$ cat src/rtl/pwm_pkg.sv
// Shared constants and the duty clamp used by the complementary PWM generator.
package pwm_pkg;

    localparam int unsigned DataWidthDefault = 16;
    localparam int unsigned CntWidthDefault  = 16;
    localparam int unsigned DeadTimeDefault  = 4;

    // Clamp result: duty in CntWidthDefault+1 bits (can reach period+1) plus out-of-range flag.
    typedef struct packed {
        logic [CntWidthDefault:0] duty;
        logic                     clamped;
    } duty_clamp_t;

    // Negative duty maps to 0, duty above period+1 maps to period+1. Sized to the default
    // widths, so generator instances must not use wider duty or period words.
    function automatic duty_clamp_t clamp_duty(
        input logic signed [DataWidthDefault-1:0] duty,
        input logic        [CntWidthDefault-1:0]  period
    );
        duty_clamp_t              res;
        logic [CntWidthDefault:0] limit;
        logic [CntWidthDefault:0] duty_u;
        limit       = {1'b0, period} + (CntWidthDefault + 1)'(1);
        duty_u      = (CntWidthDefault + 1)'(duty);
        res.duty    = '0;
        res.clamped = 1'b0;
        if (duty[DataWidthDefault-1]) begin
            res.clamped = 1'b1;
        end else if (duty_u > limit) begin
            res.duty    = limit;
            res.clamped = 1'b1;
        end else begin
            res.duty    = duty_u;
        end
        return res;
    endfunction

endpackage

$ cat src/rtl/pwm_generator_dead_time_gate.sv
// Dead-time gate: output asserts after src has been high DEAD_TIME+1 consecutive cycles and
// drops on the cycle after src falls.
module dead_time_gate
    import pwm_pkg::*;
#(
    parameter int unsigned DEAD_TIME = DeadTimeDefault
) (
    input  logic clk,
    input  logic rst,
    input  logic clear,
    input  logic src,
    output logic out
);

    localparam int unsigned RunWidth = $clog2(DEAD_TIME + 2);
    localparam logic [RunWidth-1:0] RunMax = RunWidth'(DEAD_TIME + 1);

    logic [RunWidth-1:0] run_q;
    logic [RunWidth-1:0] run_d;
    logic                out_d;

    // Saturating run-length of src; output decodes the saturated value.
    always_comb begin
        run_d = '0;
        out_d = 1'b0;
        if (src) begin
            run_d = (run_q == RunMax) ? RunMax : run_q + RunWidth'(1);
            out_d = (run_d == RunMax);
        end
    end

    // Run-length and output registers; clear forces an immediate stop.
    always_ff @(posedge clk) begin
        if (rst || clear) begin
            run_q <= '0;
            out   <= 1'b0;
        end else begin
            run_q <= run_d;
            out   <= out_d;
        end
    end

endmodule

$ cat src/rtl/pwm_generator.sv
// Complementary PWM generator with dead-time insertion. Period and duty are shadow-latched
// only at period boundaries so every period is glitch-free.
module pwm_generator
    import pwm_pkg::*;
#(
    parameter int unsigned DATA_WIDTH = DataWidthDefault,
    parameter int unsigned CNT_WIDTH  = CntWidthDefault,
    parameter int unsigned DEAD_TIME  = DeadTimeDefault
) (
    input  logic                  clk,
    input  logic                  rst,
    input  logic                  en,
    input  logic [CNT_WIDTH-1:0]  period,
    input  logic [DATA_WIDTH-1:0] duty,
    output logic                  pwm_p,
    output logic                  pwm_n,
    output logic                  cycle_start,
    output logic                  duty_clamped
);

    logic [CNT_WIDTH-1:0] cnt_q;
    logic [CNT_WIDTH-1:0] period_l_q;
    logic [CNT_WIDTH:0]   duty_l_q;
    logic                 running_q;
    logic                 raw_q;

    duty_clamp_t clamp_res;
    logic        load;
    logic        gate_clear;
    logic        src_n;

    // Clamp against the incoming period; load on start or on wrap.
    always_comb begin
        clamp_res  = clamp_duty(DataWidthDefault'($signed(duty)), CntWidthDefault'(period));
        load       = !running_q || (cnt_q == period_l_q);
        gate_clear = !en;
        src_n      = running_q && !raw_q;
    end

    // Period counter, shadow registers and the raw duty comparator.
    always_ff @(posedge clk) begin
        if (rst) begin
            cnt_q        <= '0;
            period_l_q   <= '0;
            duty_l_q     <= '0;
            running_q    <= 1'b0;
            raw_q        <= 1'b0;
            cycle_start  <= 1'b0;
            duty_clamped <= 1'b0;
        end else if (!en) begin
            // Immediate stop; shadow registers and the clamp flag are kept.
            cnt_q       <= '0;
            running_q   <= 1'b0;
            raw_q       <= 1'b0;
            cycle_start <= 1'b0;
        end else begin
            running_q <= 1'b1;
            raw_q     <= running_q && ({1'b0, cnt_q} < duty_l_q);
            if (load) begin
                cnt_q        <= '0;
                cycle_start  <= 1'b1;
                period_l_q   <= period;
                duty_l_q     <= clamp_res.duty;
                duty_clamped <= clamp_res.clamped;
            end else begin
                cnt_q       <= cnt_q + CNT_WIDTH'(1);
                cycle_start <= 1'b0;
            end
        end
    end

    dead_time_gate #(
        .DEAD_TIME (DEAD_TIME)
    ) u_gate_p (
        .clk   (clk),
        .rst   (rst),
        .clear (gate_clear),
        .src   (raw_q),
        .out   (pwm_p)
    );

    // Low side only counts while running, so it stays off after a stop.
    dead_time_gate #(
        .DEAD_TIME (DEAD_TIME)
    ) u_gate_n (
        .clk   (clk),
        .rst   (rst),
        .clear (gate_clear),
        .src   (src_n),
        .out   (pwm_n)
    );

endmodule

$ cat config.mk
export PLATFORM = sky130hd
export DESIGN_NAME = pwm_generator
export DESIGN_NICKNAME = d
export VERILOG_FILES = /design/src/rtl/pwm_pkg.sv /design/src/rtl/pwm_generator_dead_time_gate.sv /design/src/rtl/pwm_generator.sv
export SDC_FILE = /design/constraint.sdc
export NUM_CORES = 1
export LEC_CHECK = 0
export BUFFER_PORTS_ARGS = -buffer_cell sky130_fd_sc_hd__buf_2
export CAP_MARGIN = 10
export CORE_ASPECT_RATIO = 1.75
export CORE_MARGIN = 10
export CORE_UTILIZATION = 45
export DETAILED_ROUTE_END_ITERATION = 6
export SLEW_MARGIN = 5
export SYNTH_ARGS = -nofsm -noshare
export SYNTH_HDL_FRONTEND = slang
export SYNTH_SLANG_ARGS = --single-unit
$ cat constraint.sdc
create_clock -name clk -period 3.7 [get_ports clk]
set_clock_uncertainty 0.15 [all_clocks]
set_input_delay 0.74 -clock clk [delete_from_list [all_inputs] [get_ports clk]]
set_output_delay 0.74 -clock clk [all_outputs]
set_load 0.03 [all_outputs]
==> summary.md <==
| Metric | Value |
|---|---|
| Via count | 2897 |
| Placer Congestion | 0.889 |
| Final Util | 0.541 |
| Final hold vios | 0 |
| Resized cells post-CTS | 0 |
| Syn Area/Cell | 8.61 um2 |
| H-tree levels | 3 |
| Die span in x | 87.2 um |
| NumNets Final | 525 |
| Num rows | 42 |
| Max-cap violation count | 0 |
| Largest net degree at the start of global routing | 23 |
| Total gr overflow | 0 |
| DP Cell Count | 533 |
| Antenna-violating nets left | 0 |
| Antenna cells | 0 |
| Max Freq | 299 MHz |
| # clock sinks | 61 |
| Most common cell after layout, fill and taps aside | dfxtp_1 |
| Critical Path RT | 3800 ps |
| Most frequent cells in the layout | dfxtp_1, nand2_1, buf_2 |
| DR vias/cell | 5.30 |
| Area Overhead vs Synth | 16.0% |
| Element type at the critical path start | input pin |
| Peak supply drop | 0.240 mV |
| First DRT Iteration DRCs | 63 |
| Leak | 1.68 nW |
| Register bit total from synthesis | 61 |
| CP arrival | 3440 ps |
| Core area | 0.00762 mm2 |
| Clock Pin Slew Worst Setup and Hold Paths | 50 ps |
| Filler cells | 726 |
| Initial antenna violation count | 0 |
| Pwr/cell area | 416 mW/mm2 |
| Crit path kind | input pin to flip-flop |
| Max-slew violation count | 0 |
| RSZ-0062 raised after global routing | no |
| Fin crit period | 3340 ps |
| Die ar. | 0.0120 mm2 |
| Ys async rst share | 0 |
| Final cell count without fillers | 547 |
| Synth warn | 0 |
| Die Ht | 138 um |
| Fraction of layout cells with a size suffix above 1 | 0.161 |
| Wire per inst | 15.2 um |
| Initial Util | 0.467 |
| Worst reg2reg path depth | 7 |
| # setup viols final | 0 |
| Root buf cell | clkbuf_16 |
| WP buf/inv | 3 |
| Setup TNS | 0 ps |
| CTS Hold Bufs | 0 |
| Most used flip-flop cell after synthesis | dfxtp_1 |
| Synthesized Nets | 482 |
| CP endpoint kind | flip-flop |
| Total Routing Usage GR | 0.147 |
| Worst-case clock buffer depth | 2 |
| Status | finished, final reports clean |
| First-pass GRT wire length | 14000 um |
| Cts bufs inserted | 9 |
| Synthesized area | 0.00356 mm2 |
| Worst skew pair latency | 330 ps |
| CTS tree | done |
| Crit-path cells | buf_2 > ha_1 > nand3_1 > nor2_1 > buf_4 > and4_1 > xnor2_1 > ha_1 > a21oi_1 > o21ai_0 > a221oi_1 > o22ai_2 > buf_4 > mux2_2 > o2bb2ai_1 |
| Buffers added on ports | 38 |
| Post-Synthesis Cells | 413 |
| Instance count on the critical path | 15 |
| CP max stage delay | 370 ps |
| Slew margin rel. | 0.272 |
| Setup WS pre-CTS | 6.94 ps |
| DP HPWL | 6760 um |
| Sequential element share of the synthesized area | 0.343 |
| WL final | 8310 um |
| DRT Pass-1 Iters | 4 |
| CP max FO | 10 |
| Post-CTS Repair Setup Buffers | 0 |
| DRC | 0 |
| Number of synthesized flops with an enable pin | 0 |
| Final Instance Area | 0.00413 mm2 |
| Vias in the first global route | 2964 |
| Hold Path Stages | 2 |
| Setup WS post-layout | 357 ps |
| Placed inst area | 0.00384 mm2 |
| Least-Margin Pin Slew | 1090 ps |
| Crit path max-delay family | compound AO/OA/AOI/OAI gates |
| Tcrit/Tclk final | 0.904 |
| CP max-delay cell | a221oi_1 |
| Tightest Hold Check Type | flip-flop to flip-flop |
| I/O pin total | 39 |
| Synth cell types | 37 |
## cells in the mapped netlist (2+ instances only)
cell	count	area share
and2_1	2	0.0035
nor3_1	7	0.0098
dfxtp_1	61	0.34
nor2_1	34	0.036
mux2i_1	2	0.0056
and3_1	4	0.0070
o21ai_0	4	0.0056
ha_1	34	0.12
nand4_1	12	0.021
nand2b_1	3	0.0053
buf_2	5	0.0070
mux2_2	13	0.041
o211ai_1	2	0.0042
xnor2_1	28	0.069
clkbuf_1	6	0.0063
a21oi_1	32	0.045
o2bb2ai_1	15	0.037
a21o_1	7	0.015
and4_1	8	0.020
xor2_1	18	0.044
nand3_1	13	0.018
nand3b_1	2	0.0042
inv_1	35	0.037
nand2_1	52	0.055
or4b_1	2	0.0056
## worst register-to-register path, cell delays in order (launching register included)
cell	delay (ps)
dfxtp_1	370
xnor2_1	380
nand4_1	210
o41ai_2	480
and2_1	180
buf_4	210
nor2_1	270
o2bb2ai_1	220
## metal layers
metal,up-vias,wire length [um],GRT usage
met5,-,0,0
met3,21,300,0.0367
met4,0,359,0.0863
met1,1319,3410,0.162
met2,49,4240,0.249
li1,1508,-,-
## through the flow
step	power (mW)	hold slack, ps
final	1.71	307
after CTS	1.73	312
after detailed placement	0.934	301
after global routing	1.79	329
after global placement	0.929	300
after floorplan	0.856	280
## area by class of cell
class,count,area [um2],area share
flip-flops and latches,61,1220,0.296
repair buffers,44,235,0.0570
clock buffers,12,246,0.0598
well taps,88,110,0.0267
inverters,35,131,0.0318
multi-input cells,305,2150,0.520
clock inverters,2,35.0,0.00849
## logic make-up (layout without fill, tap and decap cells)
family | after synthesis | after routing | synth area share
compound gates | 67 | 67 | 0.129
xor+xnor | 46 | 46 | 0.113
mux | 15 | 15 | 0.0468
fa+ha+maj | 34 | 34 | 0.120
flops | 61 | 61 | 0.343
simple gates | 143 | 143 | 0.194
buf+inv | 47 | 93 | 0.0535
## path summary, 6_finish.rpt
kind	startpoint	endpoint	slack (ps)
worst max-delay path	period[1]	duty_l_q[8]$_SDFFE_PP0P_	360
worst min-delay path	duty_l_q[15]$_SDFFE_PP0P_	duty_l_q[15]$_SDFFE_PP0P_	310
worst max register to register	cnt_q[2]$_SDFF_PP0_	duty_l_q[8]$_SDFFE_PP0P_	1090
worst min register to register	duty_l_q[15]$_SDFFE_PP0P_	duty_l_q[15]$_SDFFE_PP0P_	310
## power breakdown
group / switching, mW / internal, mW / total (mW)
clock network: 0.265 / 0.529 / 0.794
logic: 0.125 / 0.0994 / 0.224
registers: 0.0147 / 0.681 / 0.696
total: 0.405 / 1.31 / 1.71
## flip-flops by register name, indices dropped and copies added (netlist names)
register / count
cnt_q: 16
cycle_start: 1
duty_clamped: 1
duty_l_q: 17
period_l_q: 16
raw_q: 1
running_q: 1
u_gate_n.out: 1
u_gate_n.run_q: 3
u_gate_p.out: 1
u_gate_p.run_q: 3
No activity file was read; power rests on OpenSTA's default activity.
